--- src/rtl/dcache_coherence_agent.sv ---
// Cache-side coherence agent: miss writeback/fill initiator and snoop responder.
// Optional saturating stats counters: define DCACHE_AGENT_STATS_EN.
module dcache_coherence_agent #(
    parameter int ADDR_W = 32,
    parameter int DATA_W = 32,
    parameter int CNT_W  = 16
) (
    input  logic              CLK,
    input  logic              RST,
    input  logic              miss_req,
    input  logic [ADDR_W-1:0] miss_addr,
    input  logic              miss_excl,
    input  logic              vic_dirty,
    input  logic [ADDR_W-1:0] vic_addr,
    input  logic [DATA_W-1:0] vic_data0,
    input  logic [DATA_W-1:0] vic_data1,
    output logic [DATA_W-1:0] fill_data0,
    output logic [DATA_W-1:0] fill_data1,
    output logic              fill_done,
    output logic              dREN,
    output logic              dWEN,
    output logic [ADDR_W-1:0] daddr,
    output logic [DATA_W-1:0] dstore,
    input  logic [DATA_W-1:0] dload,
    input  logic              dwait,
    output logic              cctrans,
    output logic              ccwrite,
    input  logic              ccwait,
    input  logic              ccinv,
    input  logic [ADDR_W-1:0] ccsnoopaddr,
    output logic [ADDR_W-1:0] snp_addr,
    input  logic              snp_hit,
    input  logic              snp_mod,
    input  logic [DATA_W-1:0] snp_data0,
    input  logic [DATA_W-1:0] snp_data1,
    output logic              snp_inval,
    output logic              snp_dngrd
`ifdef DCACHE_AGENT_STATS_EN
    ,
    output logic [CNT_W-1:0]  stat_fills,
    output logic [CNT_W-1:0]  stat_wbs,
    output logic [CNT_W-1:0]  stat_snphits
`endif
);

    typedef enum logic [3:0] {
        IDLE, WB0, WB1, REQ, RD0, RD1, DONE,
        SNP, SWB0, SWB1, SFIN
    } state_t;

    state_t            state;
    state_t            next;
    logic [DATA_W-1:0] word0;
    logic [DATA_W-1:0] word1;
    logic              cap0;
    logic              cap1;
    logic [ADDR_W-1:0] snp_blk;

    function automatic logic [ADDR_W-1:0] w0f(input logic [ADDR_W-1:0] a);
        return {a[ADDR_W-1:3], 3'b000};
    endfunction

    function automatic logic [ADDR_W-1:0] w1f(input logic [ADDR_W-1:0] a);
        return {a[ADDR_W-1:3], 3'b100};
    endfunction

    assign snp_blk    = w0f(ccsnoopaddr);
    assign fill_data0 = word0;
    assign fill_data1 = word1;

    always_ff @(posedge CLK) begin
        if (RST) begin
            state <= IDLE;
            word0 <= '0;
            word1 <= '0;
        end else begin
            state <= next;
            if (cap0) word0 <= dload;
            if (cap1) word1 <= dload;
        end
    end

    always_comb begin
        next      = state;
        cap0      = 1'b0;
        cap1      = 1'b0;
        dREN      = 1'b0;
        dWEN      = 1'b0;
        daddr     = '0;
        dstore    = '0;
        cctrans   = 1'b0;
        ccwrite   = 1'b0;
        snp_addr  = '0;
        snp_inval = 1'b0;
        snp_dngrd = 1'b0;
        fill_done = 1'b0;
        unique case (state)
            IDLE: begin
                if (ccwait)
                    next = SNP;
                else if (miss_req && vic_dirty)
                    next = WB0;
                else if (miss_req)
                    next = REQ;
            end
            WB0: begin
                dWEN   = 1'b1;
                daddr  = w0f(vic_addr);
                dstore = vic_data0;
                if (!dwait) next = WB1;
            end
            WB1: begin
                dWEN   = 1'b1;
                daddr  = w1f(vic_addr);
                dstore = vic_data1;
                if (!dwait) next = REQ;
            end
            REQ: begin
                // A snoop arriving here wins; the request is reissued after SFIN.
                if (ccwait) begin
                    next = SNP;
                end else begin
                    cctrans = 1'b1;
                    ccwrite = miss_excl;
                    dREN    = 1'b1;
                    daddr   = w0f(miss_addr);
                    if (!dwait) begin
                        cap0 = 1'b1;
                        next = RD1;
                    end else begin
                        next = RD0;
                    end
                end
            end
            RD0: begin
                dREN  = 1'b1;
                daddr = w0f(miss_addr);
                if (!dwait) begin
                    cap0 = 1'b1;
                    next = RD1;
                end
            end
            RD1: begin
                dREN  = 1'b1;
                daddr = w1f(miss_addr);
                if (!dwait) begin
                    cap1 = 1'b1;
                    next = DONE;
                end
            end
            DONE: begin
                fill_done = 1'b1;
                next      = IDLE;
            end
            SNP: begin
                cctrans  = 1'b1;
                ccwrite  = snp_hit & snp_mod;
                snp_addr = snp_blk;
                if (!ccwait)
                    next = SFIN;
                else if (snp_hit && snp_mod)
                    next = SWB0;
                else
                    next = SFIN;
            end
            SWB0: begin
                cctrans  = 1'b1;
                ccwrite  = 1'b1;
                snp_addr = snp_blk;
                dstore   = snp_data0;
                if (!dwait) next = ccwait ? SWB1 : SFIN;
            end
            SWB1: begin
                cctrans  = 1'b1;
                ccwrite  = 1'b1;
                snp_addr = snp_blk;
                dstore   = snp_data1;
                if (!dwait) next = SFIN;
            end
            SFIN: begin
                snp_addr  = snp_blk;
                snp_inval = ccinv & snp_hit;
                snp_dngrd = ~ccinv & snp_hit & snp_mod;
                next      = miss_req ? REQ : IDLE;
            end
            default: next = IDLE;
        endcase
    end

    logic unused_bits;
    assign unused_bits = ^{miss_addr[2:0], vic_addr[2:0], ccsnoopaddr[2:0]};

`ifdef DCACHE_AGENT_STATS_EN
    always_ff @(posedge CLK) begin
        if (RST) begin
            stat_fills   <= '0;
            stat_wbs     <= '0;
            stat_snphits <= '0;
        end else begin
            if (state == DONE && stat_fills != '1)
                stat_fills <= stat_fills + 1'b1;
            if (state == WB1 && !dwait && stat_wbs != '1)
                stat_wbs <= stat_wbs + 1'b1;
            if (state == SFIN && snp_hit && stat_snphits != '1)
                stat_snphits <= stat_snphits + 1'b1;
        end
    end
`else
    logic [CNT_W-1:0] unused_cnt;
    assign unused_cnt = '0;
`endif

endmodule

--- config.mk ---
export PLATFORM = sky130hd
export DESIGN_NAME = dcache_coherence_agent
export DESIGN_NICKNAME = d
export VERILOG_FILES = /design/src/rtl/dcache_coherence_agent.sv
export SDC_FILE = /design/constraint.sdc
export NUM_CORES = 1
export LEC_CHECK = 0
export CAP_MARGIN = 15
export CORE_AREA = 2 2 168 170
export DETAILED_ROUTE_END_ITERATION = 6
export DIE_AREA = 0 0 170 172
export PLACE_DENSITY = 0.53
export SKIP_LAST_GASP = 1
export SLEW_MARGIN = 20
export SYNTH_ARGS = -nofsm -noshare
export SYNTH_HDL_FRONTEND = slang
export SYNTH_SLANG_ARGS = --single-unit
--- constraint.sdc ---
create_clock -name CLK -period 4.3 [get_ports CLK]
set_clock_uncertainty 0.05 [all_clocks]
set_input_delay 0.86 -clock CLK [delete_from_list [all_inputs] [get_ports CLK]]
set_output_delay 0.86 -clock CLK [all_outputs]
set_load 0.02 [all_outputs]
==> run summary <==
Core Footprint - 27480 um2
Placed insts - 1243
IO Pins - 433
Synth Instances - 508
Drt wl/cell - 19.08 um
Max transition margin - 34.37%
GP Congestion - 0.8983
Setup ws final - 0.5845 ns
# DRC - 0
WS Path Type - in -> out
Root buffer cell - clkbuf_16
Slowest cell delay on critical path - 0.61 ns
Site Rows - 61
Final cell count without fillers - 1263
Postcts setup bufs - 0
Pre-CTS WS - 0.5734 ns
H-tree levels - 3
WP buf/inv - 3
Final min period - 3.715 ns
Clk Latency, worst-skew pair - 0.33 ns
Synth top area share - 33.03%
Seq/Total Area, Yosys - 33.03%
Filler cell count - 2875
Die area - 29240 um2
CTS Buffer Depth - 2
Unique masters post-synth - 49
Routed wire length - 24.09 mm
Die Wd - 170 um
Number of global-route vias before repair - 5197
Crit path capture type - output port
Syn Area/Cell - 8.113 um2
Final-report setup violation count - 0
CTS tree - yes
Critical path's slowest cell - clkdlybuf4s50_1
Syn-to-layout area delta - 117.5%
Clock-pin slew on the worst setup and hold paths - 0.06 ns
Routed vias - 5434
Final Slew Violations - 0
I/O Buffers - 418
Nets@finish - 1174
GRT overflow - 0
PostCTS Resize Cnt - 0
Peak supply drop - 0.0003835 V
CP max FO - 30
Share of layout cells above drive strength 1 - 6.024%
Initial core utilization - 15.00%
CP required - 3.39 ns
Worst Path Arrival - 2.81 ns
RSZ-0062 raised after global routing - false
First drt pass iteration count - 5
Vias per inst - 4.302
Worst path cell trace - clkdlybuf4s50_1 > and4bb_4 > nor2_1 > nor2_2 > buf_12 > a22o_1 > clkdlybuf4s50_1
Main area contributors after synthesis - dfxtp_1, a22oi_1, nand2_1
First-pass GRT wire length - 33.66 mm
Most common cell on crit path - clkdlybuf4s50_1
DP Wirelength - 19.33 mm
HP Class - reg -> reg
Most frequent cell after synthesis - nand2_1
Area of the mapped netlist - 4121 um2
Yosys reg bits - 68
Largest net degree at the start of global routing - 49
Area leader, netlist - dfxtp_1
Final Cycle Share - 86.41%
Status - complete, no violations
Cts hold-fix bufs - 0
Initial DRC count - 354
Async set-reset flop share out of synthesis - 0%
Initial antenna violation count - 6
Warnings from Yosys - 0
Pleak - 3.445 nW
Die H - 172 um
Main synth FF type - dfxtp_1
Fmax - 0.2691 GHz
Max_cap viols - 0
Clk sinks - 68
Post-synth top cells - nand2_1, dfxtp_1, a22oi_1
EDFF count, synth - 0
Power Dens Cells - 476.1 nW/um2
Final TNS setup - 0 ns
Startpoint Class - input port
CP top delay family - buffers and inverters
CTS buffer count - 9
GRT Overall Usage - 15.58%
Antenna viol nets, final - 0
Final hold vios - 0
Slew @ Worst Pin - 0.9845 ns
per-stage QoR:
step / total power, W / hold WS, ns / utilization, % / cell area, um2
after floorplan: 0.002161 / 0.4845 / - / 4136
after global placement: 0.003376 / 0.3908 / 31.27 / 8591
after detailed placement: 0.003377 / 0.3957 / 31.27 / 8591
after CTS: 0.004317 / 0.4041 / 32.60 / 8956
after global routing: 0.004493 / 0.4245 / 32.61 / 8961
final: 0.004269 / 0.4026 / 32.63 / 8966
cell usage in the layout (no fill, tap or decap), types with 2 or more instances in the layout:
cell type        count
clkdlybuf4s50_1    417
nand2_1            100
dfxtp_1             68
a22oi_1             64
nor2_1              40
a21oi_1             38
mux2i_1             32
a22o_1              29
nor2b_1             22
buf_4               17
nor2b_4             10
clkbuf_16            9
nor3_1               6
conb_1               5
diode_2              4
nand3_1              4
o21ai_0              4
bufinv_16            4
nor3_4               3
or2b_1               2
nand2b_1             2
nor2_2               2
inv_1                2
o31ai_1              2
a211oi_1             2
metal layers:
layer | global-route usage [%] | share of wire [%]
met1 | 19.58 | 43
met2 | 24.93 | 45
met3 | 6.432 | 11
met4 | 3.530 | 0.93
met5 | 0 | 0.11
power by group:
| group | switching [W] | total (W) | internal (W) |
|---|---|---|---|
| Sequential | 0.0000637 | 0.000763 | 0.000699 |
| Combinational | 0.00134 | 0.00259 | 0.00125 |
| Clock | 0.000288 | 0.000915 | 0.000626 |
worst register-to-register path, stage by stage (launching register included):
cell,delay (ns)
dfxtp_1,0.51
buf_4,0.26
and4bb_4,0.23
o21ai_4,0.13
buf_4,0.49
mux2i_1,0.35
nor2_1,0.05
registers in the layout (all words and copies together) (netlist names):
name        flops
fill_data1     32
state           4
fill_data0     32
final timing paths:
| kind | start | endpoint | slack, ns | depth (start not counted) |
|---|---|---|---|---|
| max | ccwait | daddr[30] | 0.58 | 7 |
| min | fill_data1[25]$_SDFFE_PP0P_ | fill_data1[25]$_SDFFE_PP0P_ | 0.40 | 2 |
| max reg2reg | state[2]$_SDFFE_PP0P_ | fill_data0[26]$_SDFFE_PP0P_ | 2.07 | 6 |
| min reg2reg | fill_data1[25]$_SDFFE_PP0P_ | fill_data1[25]$_SDFFE_PP0P_ | 0.40 | 2 |
layout make-up:
| class | instances | area, um2 | area share [%] |
|---|---|---|---|
| Antenna cell | 4 | 10.01 | 0.1116 |
| Clock buffer | 10 | 229.0 | 2.554 |
| Clock inverter | 6 | 136.4 | 1.521 |
| Inverter | 3 | 11.26 | 0.1256 |
| Multi-Input combinational cell | 390 | 2459 | 27.42 |
| Sequential cell | 68 | 1361 | 15.18 |
| Tap cell | 346 | 432.9 | 4.828 |
| Timing Repair Buffer | 436 | 4327 | 48.26 |
kinds of logic after synthesis:
group	share of synthesized area [%]
other	0.09099
buffers and inverters	8.379
and+or+nand+nor	24.65
AOI/OAI and AO/OA	26.08
DFF	33.03
muxes	7.772
No activity file was read; power rests on OpenSTA's default activity.
